### config.mk
export PLATFORM = sky130hd
export DESIGN_NAME = transmitter_flat
export DESIGN_NICKNAME = d
export VERILOG_FILES = /design/src/rtl/transmitter_if.sv /design/src/rtl/transmitter.sv /design/src/flat_wrapper.sv
export SDC_FILE = /design/constraint.sdc
export NUM_CORES = 1
export LEC_CHECK = 0
export BUFFER_PORTS_ARGS = -buffer_cell sky130_fd_sc_hd__buf_2
export CAP_MARGIN = 10
export CORE_MARGIN = 5
export CORE_UTILIZATION = 54
export DETAILED_ROUTE_END_ITERATION = 12
export GPL_ROUTABILITY_DRIVEN = 0
export PLACE_DENSITY_LB_ADDON = 0.12
export SETUP_SLACK_MARGIN = 0.15
export SLEW_MARGIN = 10
export SYNTH_ARGS = -nofsm -noshare
export SYNTH_HDL_FRONTEND = slang
export SYNTH_SLANG_ARGS = --single-unit
export TNS_END_PERCENT = 1
### constraint.sdc
create_clock -name bclk -period 2.32 [get_ports bclk]
set_input_delay 0.348 -clock bclk [delete_from_list [all_inputs] [get_ports bclk]]
set_output_delay 0.348 -clock bclk [all_outputs]
set_load 0.02 [all_outputs]
### src/rtl/transmitter_if.sv
// Transmitter host-side bundle: THR write port plus transmitter status and serial line.
//   thr_data   : byte to load into the transmit holding register
//   thr_write  : THR write strobe
//   thr_empty  : THR can accept a write
//   tx_busy    : frame in progress
//   tx_overrun : one-cycle pulse, write attempted while THR full
//   tx_data    : serial output, idle high
// master = host side, slave = transmitter side.
interface transmitter_if #(
    parameter int unsigned DATA_BITS = 8
);
    logic [DATA_BITS-1:0] thr_data;
    logic                 thr_write;
    logic                 thr_empty;
    logic                 tx_busy;
    logic                 tx_overrun;
    logic                 tx_data;

    modport master (
        output thr_data, thr_write,
        input  thr_empty, tx_busy, tx_overrun, tx_data
    );

    modport slave (
        input  thr_data, thr_write,
        output thr_empty, tx_busy, tx_overrun, tx_data
    );
endinterface

### src/rtl/transmitter.sv
// UART transmitter with a one-entry holding register (THR) feeding a shift register (TSR).
// Frame: one start bit (0), DATA_BITS data bits LSB first, one stop bit (1); each bit lasts
// OVERSAMPLE bclk cycles. A byte waiting in THR at the end of a stop bit starts the next
// frame with no idle gap.
//   bclk  : clock, OVERSAMPLE x baud rate
//   reset : asynchronous, active-low
//   bus   : transmitter_if slave (thr_data, thr_write, thr_empty, tx_busy, tx_overrun, tx_data)
module transmitter #(
    parameter int unsigned DATA_BITS  = 8,
    parameter int unsigned OVERSAMPLE = 4
) (
    input  logic          bclk,
    input  logic          reset,
    transmitter_if.slave  bus
);
    localparam int unsigned PhaseW = (OVERSAMPLE > 1) ? $clog2(OVERSAMPLE) : 1;
    localparam int unsigned BitW   = (DATA_BITS > 1) ? $clog2(DATA_BITS) : 1;

    typedef enum logic [1:0] {StIdle, StStart, StData, StStop} state_e;

    state_e               state_q, state_d;
    logic [PhaseW-1:0]    phase_q, phase_d;
    logic [BitW-1:0]      bit_q, bit_d;
    logic [DATA_BITS-1:0] thr_q, thr_d;
    logic [DATA_BITS-1:0] tsr_q, tsr_d;
    logic                 thr_empty_q, thr_empty_d;
    logic                 overrun_q, overrun_d;
    logic                 tx_data_q, tx_data_d;
    logic                 phase_last, bit_last, load;

    assign phase_last = (phase_q == PhaseW'(OVERSAMPLE - 1));
    assign bit_last   = (bit_q == BitW'(DATA_BITS - 1));

    always_comb begin
        state_d     = state_q;
        phase_d     = phase_q;
        bit_d       = bit_q;
        thr_d       = thr_q;
        tsr_d       = tsr_q;
        thr_empty_d = thr_empty_q;
        load        = 1'b0;
        tx_data_d   = 1'b1;

        // A write only lands in an empty THR; otherwise it is flagged and dropped.
        if (bus.thr_write && thr_empty_q) begin
            thr_d       = bus.thr_data;
            thr_empty_d = 1'b0;
        end
        overrun_d = bus.thr_write && !thr_empty_q;

        case (state_q)
            StIdle: begin
                if (!thr_empty_q) load = 1'b1;
            end
            StStart: begin
                if (phase_last) begin
                    state_d = StData;
                    phase_d = '0;
                    bit_d   = '0;
                end else begin
                    phase_d = phase_q + PhaseW'(1);
                end
            end
            StData: begin
                if (phase_last) begin
                    phase_d = '0;
                    tsr_d   = tsr_q >> 1;
                    if (bit_last) begin
                        state_d = StStop;
                        bit_d   = '0;
                    end else begin
                        bit_d = bit_q + BitW'(1);
                    end
                end else begin
                    phase_d = phase_q + PhaseW'(1);
                end
            end
            StStop: begin
                if (phase_last) begin
                    if (!thr_empty_q) begin
                        load = 1'b1;
                    end else begin
                        state_d = StIdle;
                        phase_d = '0;
                    end
                end else begin
                    phase_d = phase_q + PhaseW'(1);
                end
            end
            default: begin
                state_d = StIdle;
                phase_d = '0;
                bit_d   = '0;
            end
        endcase

        // Load uses the THR value held before this edge; a simultaneous write was
        // already rejected above because thr_empty_q was 0.
        if (load) begin
            tsr_d       = thr_q;
            thr_empty_d = 1'b1;
            state_d     = StStart;
            phase_d     = '0;
            bit_d       = '0;
        end

        // Line level is decoded from next state so the flop tracks the state exactly.
        case (state_d)
            StStart: tx_data_d = 1'b0;
            StData:  tx_data_d = tsr_d[0];
            default: tx_data_d = 1'b1;
        endcase
    end

    always_ff @(posedge bclk or negedge reset) begin
        if (!reset) begin
            state_q     <= StIdle;
            phase_q     <= '0;
            bit_q       <= '0;
            thr_q       <= '0;
            tsr_q       <= '0;
            thr_empty_q <= 1'b1;
            overrun_q   <= 1'b0;
            tx_data_q   <= 1'b1;
        end else begin
            state_q     <= state_d;
            phase_q     <= phase_d;
            bit_q       <= bit_d;
            thr_q       <= thr_d;
            tsr_q       <= tsr_d;
            thr_empty_q <= thr_empty_d;
            overrun_q   <= overrun_d;
            tx_data_q   <= tx_data_d;
        end
    end

    assign bus.thr_empty  = thr_empty_q;
    assign bus.tx_busy    = (state_q != StIdle);
    assign bus.tx_overrun = overrun_q;
    assign bus.tx_data    = tx_data_q;
endmodule
### src/flat_wrapper.sv
// flat-port wrapper written by rule: the top's interface ports become plain ports
module transmitter_flat 
#(
    parameter int unsigned DATA_BITS  = 8,
    parameter int unsigned OVERSAMPLE = 4
)
  (bclk, reset, bus_thr_data, bus_thr_write, bus_thr_empty, bus_tx_busy, bus_tx_overrun, bus_tx_data);
  transmitter_if #(.DATA_BITS(DATA_BITS)) bus_i ();
  input  logic bclk;
  input  logic reset;
  input wire logic [$bits(bus_i.thr_data)-1:0] bus_thr_data;
  input wire logic [$bits(bus_i.thr_write)-1:0] bus_thr_write;
  output wire logic [$bits(bus_i.thr_empty)-1:0] bus_thr_empty;
  output wire logic [$bits(bus_i.tx_busy)-1:0] bus_tx_busy;
  output wire logic [$bits(bus_i.tx_overrun)-1:0] bus_tx_overrun;
  output wire logic [$bits(bus_i.tx_data)-1:0] bus_tx_data;
  assign bus_i.thr_data = bus_thr_data;
  assign bus_i.thr_write = bus_thr_write;
  assign bus_thr_empty = bus_i.thr_empty;
  assign bus_tx_busy = bus_i.tx_busy;
  assign bus_tx_overrun = bus_i.tx_overrun;
  assign bus_tx_data = bus_i.tx_data;
  transmitter #(.DATA_BITS(DATA_BITS), .OVERSAMPLE(OVERSAMPLE)) u_core (.bclk(bclk), .reset(reset), .bus(bus_i));
endmodule
Word-level counts from Yosys, hierarchy flattened:

Cells that the tools add are included.

* add/subtract/negate cells: 2
* equality and inequality tests: 10
* mux-type cells: 26
* reductions and logical operators: 14

Operators by type and width (number)
* $mux W8: 3
* $mux W2: 10
* $mux W3: 4
* $eq A2 B2 Y1 const B: 4
* $reduce_bool A2 Y1: 4
* $ne A3 B1 Y1 const B: 2
* $pmux W2 S3: 1
* $pmux W3 S2: 1
* $reduce_bool A3 Y1: 2
* $eq A2 B1 Y1 const B: 2
* $mux W1: 4
* $ne A4 B3 Y1 const B: 1
* $pmux W1 S2: 2
* $pmux W2 S2: 1
* $reduce_and A2 Y1: 2
* $add A3 B1 Y3 const B: 1
* $eq A3 B3 Y1 const B: 1
* $reduce_and A3 Y1: 1
* $add A2 B1 Y2 const B: 1
* $logic_and A1 B1 Y1: 2
* $logic_not A2 Y1: 1
* $reduce_or A2 Y1: 1
* $logic_not A1 Y1: 1

* register bits: 26
* input bits: 11
* output and inout bits: 4
* word-level logic and storage cells: 61

Logic depth before layout (Yosys ltp):

* word-level depth: 7
* mapped depth: 7
* depth with buffers taken out: 6

Worst setup path before layout:

No wires, ideal clock.

* path kind: reg2reg
* start point: reg u_core.state_q[0]
* end point: reg u_core.bit_q[1]
* setup time: 0.125 ns
* arrival: 1.725 ns
* data required time: 2.195 ns
* setup slack: 0.470 ns
* cell stages (with the launch flop): 7
* path buffers: 1
* period minus slack after synthesis: 1.850 ns
* cell sequence: dfrtp_1 inv_1 ha_1 or3_1 buf_6 and3_1 mux2_2

* cells in the longest elaborated chain, start to end: 4
* elaborated cells on any way between the ends: 11
* classes of those cells: 5 x eq/ne; 3 x mux; 3 x reduce/logical

Ends and longest elaborated chain
* start, declared: RTL line transmitter.sv:21 `state_e state_q, state_d;`
* start signal, assigned: RTL line transmitter.sv:117 `state_q <= StIdle;`
* start signal, assigned: RTL line transmitter.sv:126 `state_q <= state_d;`
* $eq A2 B2 Y1 / $logic_not A2 Y1 (equally long branches): RTL line transmitter.sv:51 `case (state_q)`
* $pmux W1 S2: RTL line transmitter.sv:51
* $ne A3 B1 Y1 (no source line) / $reduce_bool A3 Y1 (equally long branches)
* $reduce_and A3 Y1 (no source line)
* end signal, assigned: RTL line transmitter.sv:128 `bit_q <= bit_d;`
* end, declared: RTL line transmitter.sv:23 `logic [BitW-1:0] bit_q, bit_d;`

Parallel ways exist; a longest one is shown, timed or not.
A chain may end at the register's enable or synchronous reset.

Worst setup path in the final report:

* start point: reg u_core.state_q[0]
* end point: reg u_core.bit_q[2]

The elaborated chain is that of the path after synthesis.

==> metrics <==
Worst-Skew Late Latency 310 ps; post-synthesis sequential area ratio 0.504; Cells after DPL 156; failing checks negative hold slack; status finished with violations; Final Cycle Share 0.866; clk buf depth 2; power per cell area 1300 nW/um^2; Hold Slack -2.98 ps; wire per inst 13.0 um; Die X 59.0 um; Critical Path Max Stage Delay 490 ps; Core ar. 2250 um^2; setup tns final 0 ps; Multi-input gate area 588 um^2; r2r startpoint u_core.state_q[0]; Final HPWL DP 1.61 mm; CP startpoint u_core.state_q[0]; filler cell count 192; post-layout util 0.637; Initial Util 0.575; worst path required time 2540 ps; vias in the first global route 924; n_diodes 0; Clock transition at path regs 140 ps; Post-Synthesis Cells 116; max_cap viols 0; Leakage 0.735 nW; CTS HTree Levels 1; Hold Vio Cnt, Final 7; commonest cells after routing, fill and taps aside 24 x dfrtp_1, 14 x nand2_1, 14 x buf_2; initial antenna violation count 0; ratio of cells with drive above 1 in the final layout 0.258; Rel. slew slack 0.637; Finished Layout Cells 160; clock sinks 26; initial drt markers 18; Total GRT Usage 0.142; fmax 498 MHz; height of the die 59.0 um; DRC violations left 0; nets 153; worst path cell trace inv_1 -> ha_1 -> or3_1 -> and3_1 -> mux2_2; Peak VDD IR 0.00104 V; Crit Path Category flip-flop to flip-flop; syn_nets 136; type of element capturing the critical path flip-flop; mapped cell area 1300 um^2; worst hold-check path type input port to asynchronous set/reset pin; Area growth, synth to finish 10.8%; critical path's top delay family simple AND/OR/NAND/NOR gates; port buffer count 14; CTS Buf Count 3; CP Buf/Inv Count 1; vias 881; Setup crit start kind flip-flop; Syn Area/Cell 11.2 um^2; RSZ-0062 raised after global routing no; register area 653 um^2; Final setup viols 0; post-synthesis cell type count 28; DIE AREA 3480 um^2; Final WS setup 311 ps; Root Buffer clkbuf_4; commonest non-fill, non-tap cell in the layout dfrtp_1; critical path's slowest cell or3_1; antenna-violating nets left 0; post_cts resized 0; via/cell ratio 5.51; crit path max fanout 9; worst clock skew 9.66 ps; Overflow after GRT 0; # rows 17; DRT Pass-1 Iters 4; CTS Hold Bufs 0; Worst Path Arrival 2230 ps; CTS tree done; worst slack, placed 325 ps; postcts setup bufs 0; IO Count 15; largest net degree at the start of global routing 27; final WL 2.08 mm; fin crit period 2010 ps; Yosys reg bits 26; first-pass GRT wire length 3.89 mm; Slew Viols, Final 0; Worst Max-Slew Pin Slew 544 ps; yosys warns 0
cell usage after synthesis:
cell type	n	area [um^2]
nor2_1	7	26.3
o2111ai_1	1	8.76
mux2_2	11	124
o32a_1	1	10.0
a31oi_1	1	6.26
o21a_1	1	7.51
and3_1	2	12.5
buf_2	1	5.00
a21oi_2	1	8.76
nand3_1	1	5.00
ha_1	9	113
mux2i_1	8	80.1
dfstp_2	2	52.6
o21ai_0	9	45.0
a21oi_1	3	15.0
nor3_1	3	15.0
nand2_1	14	52.6
o211a_1	1	10.0
clkbuf_2	1	5.00
dfrtp_1	24	601
nor2b_1	1	6.26
buf_6	2	22.5
inv_1	6	22.5
and2_1	2	12.5
o221ai_1	1	8.76
o22ai_1	1	6.26
nor4b_1	1	8.76
or3_1	1	6.26
report_power, final:
| part | total [mW] | switching, mW | leakage [nW] | internal (mW) |
|---|---|---|---|---|
| Sequential | 0.791 | 0.123 | 0.318 | 0.668 |
| Combinational | 0.777 | 0.425 | 0.389 | 0.353 |
| Clock | 0.299 | 0.125 | 0.0279 | 0.175 |
| Total | 1.87 | 0.673 | 0.735 | 1.19 |
through the flow:
step / cell area, um^2 / total power, mW
after global placement: 1380 / 1.55
after floorplan: 1300 / 1.42
after CTS: 1440 / 1.89
after detailed placement: 1380 / 1.59
after global routing: 1440 / 2.05
final: 1440 / 1.87
routing by layer:
metal | GRT usage | routed length [um] | share of wire | up-vias
li1 | - | - | - | 432
met4 | 0.0615 | 36 | 0.017 | 0
met3 | 0.0283 | 92 | 0.044 | 4
met5 | 0 | 0 | 0 | -
met2 | 0.233 | 1020 | 0.49 | 22
met1 | 0.181 | 927 | 0.45 | 423
final cells by class:
| cell class | count | share of cell area |
|---|---|---|
| clock inverters | 1 | 0.0209 |
| multi-input cells | 80 | 0.409 |
| flip-flops and latches | 26 | 0.455 |
| clock buffers | 3 | 0.0157 |
| well taps | 28 | 0.0244 |
| repair buffers | 16 | 0.0592 |
| inverters | 6 | 0.0157 |
logic make-up after synthesis:
logic type                 after synthesis  synth area share
AOI/OAI and AO/OA                       20            0.0975
buffers and inverters                   10            0.0425
adders and majority gates                9            0.0869
DFF                                     26             0.504
muxes                                   19             0.157
and+or+nand+nor                         32             0.112
flip-flops by register name, indices dropped and copies added, names as in the netlist:
| register | flops |
|---|---|
| u_core.thr_q | 8 |
| u_core.tsr_q | 8 |
| u_core.bit_q | 3 |
| u_core.phase_q | 2 |
| u_core.state_q | 2 |
| u_core.bus.thr_empty | 1 |
| u_core.bus.tx_data | 1 |
| u_core.bus.tx_overrun | 1 |
worst register-to-register path, cell delays in order (launching register included):
cell	delay (ps)
dfrtp_1	460
inv_1	130
ha_1	350
or3_1	490
and3_1	240
mux2_2	260
worst paths after layout:
kind / endpoint / cells after the start / slack (ps)
max: u_core.bit_q[2] / 5 / 310
min: u_core.thr_q[5] / 1 / -3
max reg2reg: u_core.bit_q[2] / 5 / 310
min reg2reg: u_core.tsr_q[7] / 2 / 490
max in group asynchronous: u_core.bus.thr_empty / 1 / 1950
min in group bclk: u_core.bus.thr_empty / 2 / 200
Power figures use the tool's default switching activity.
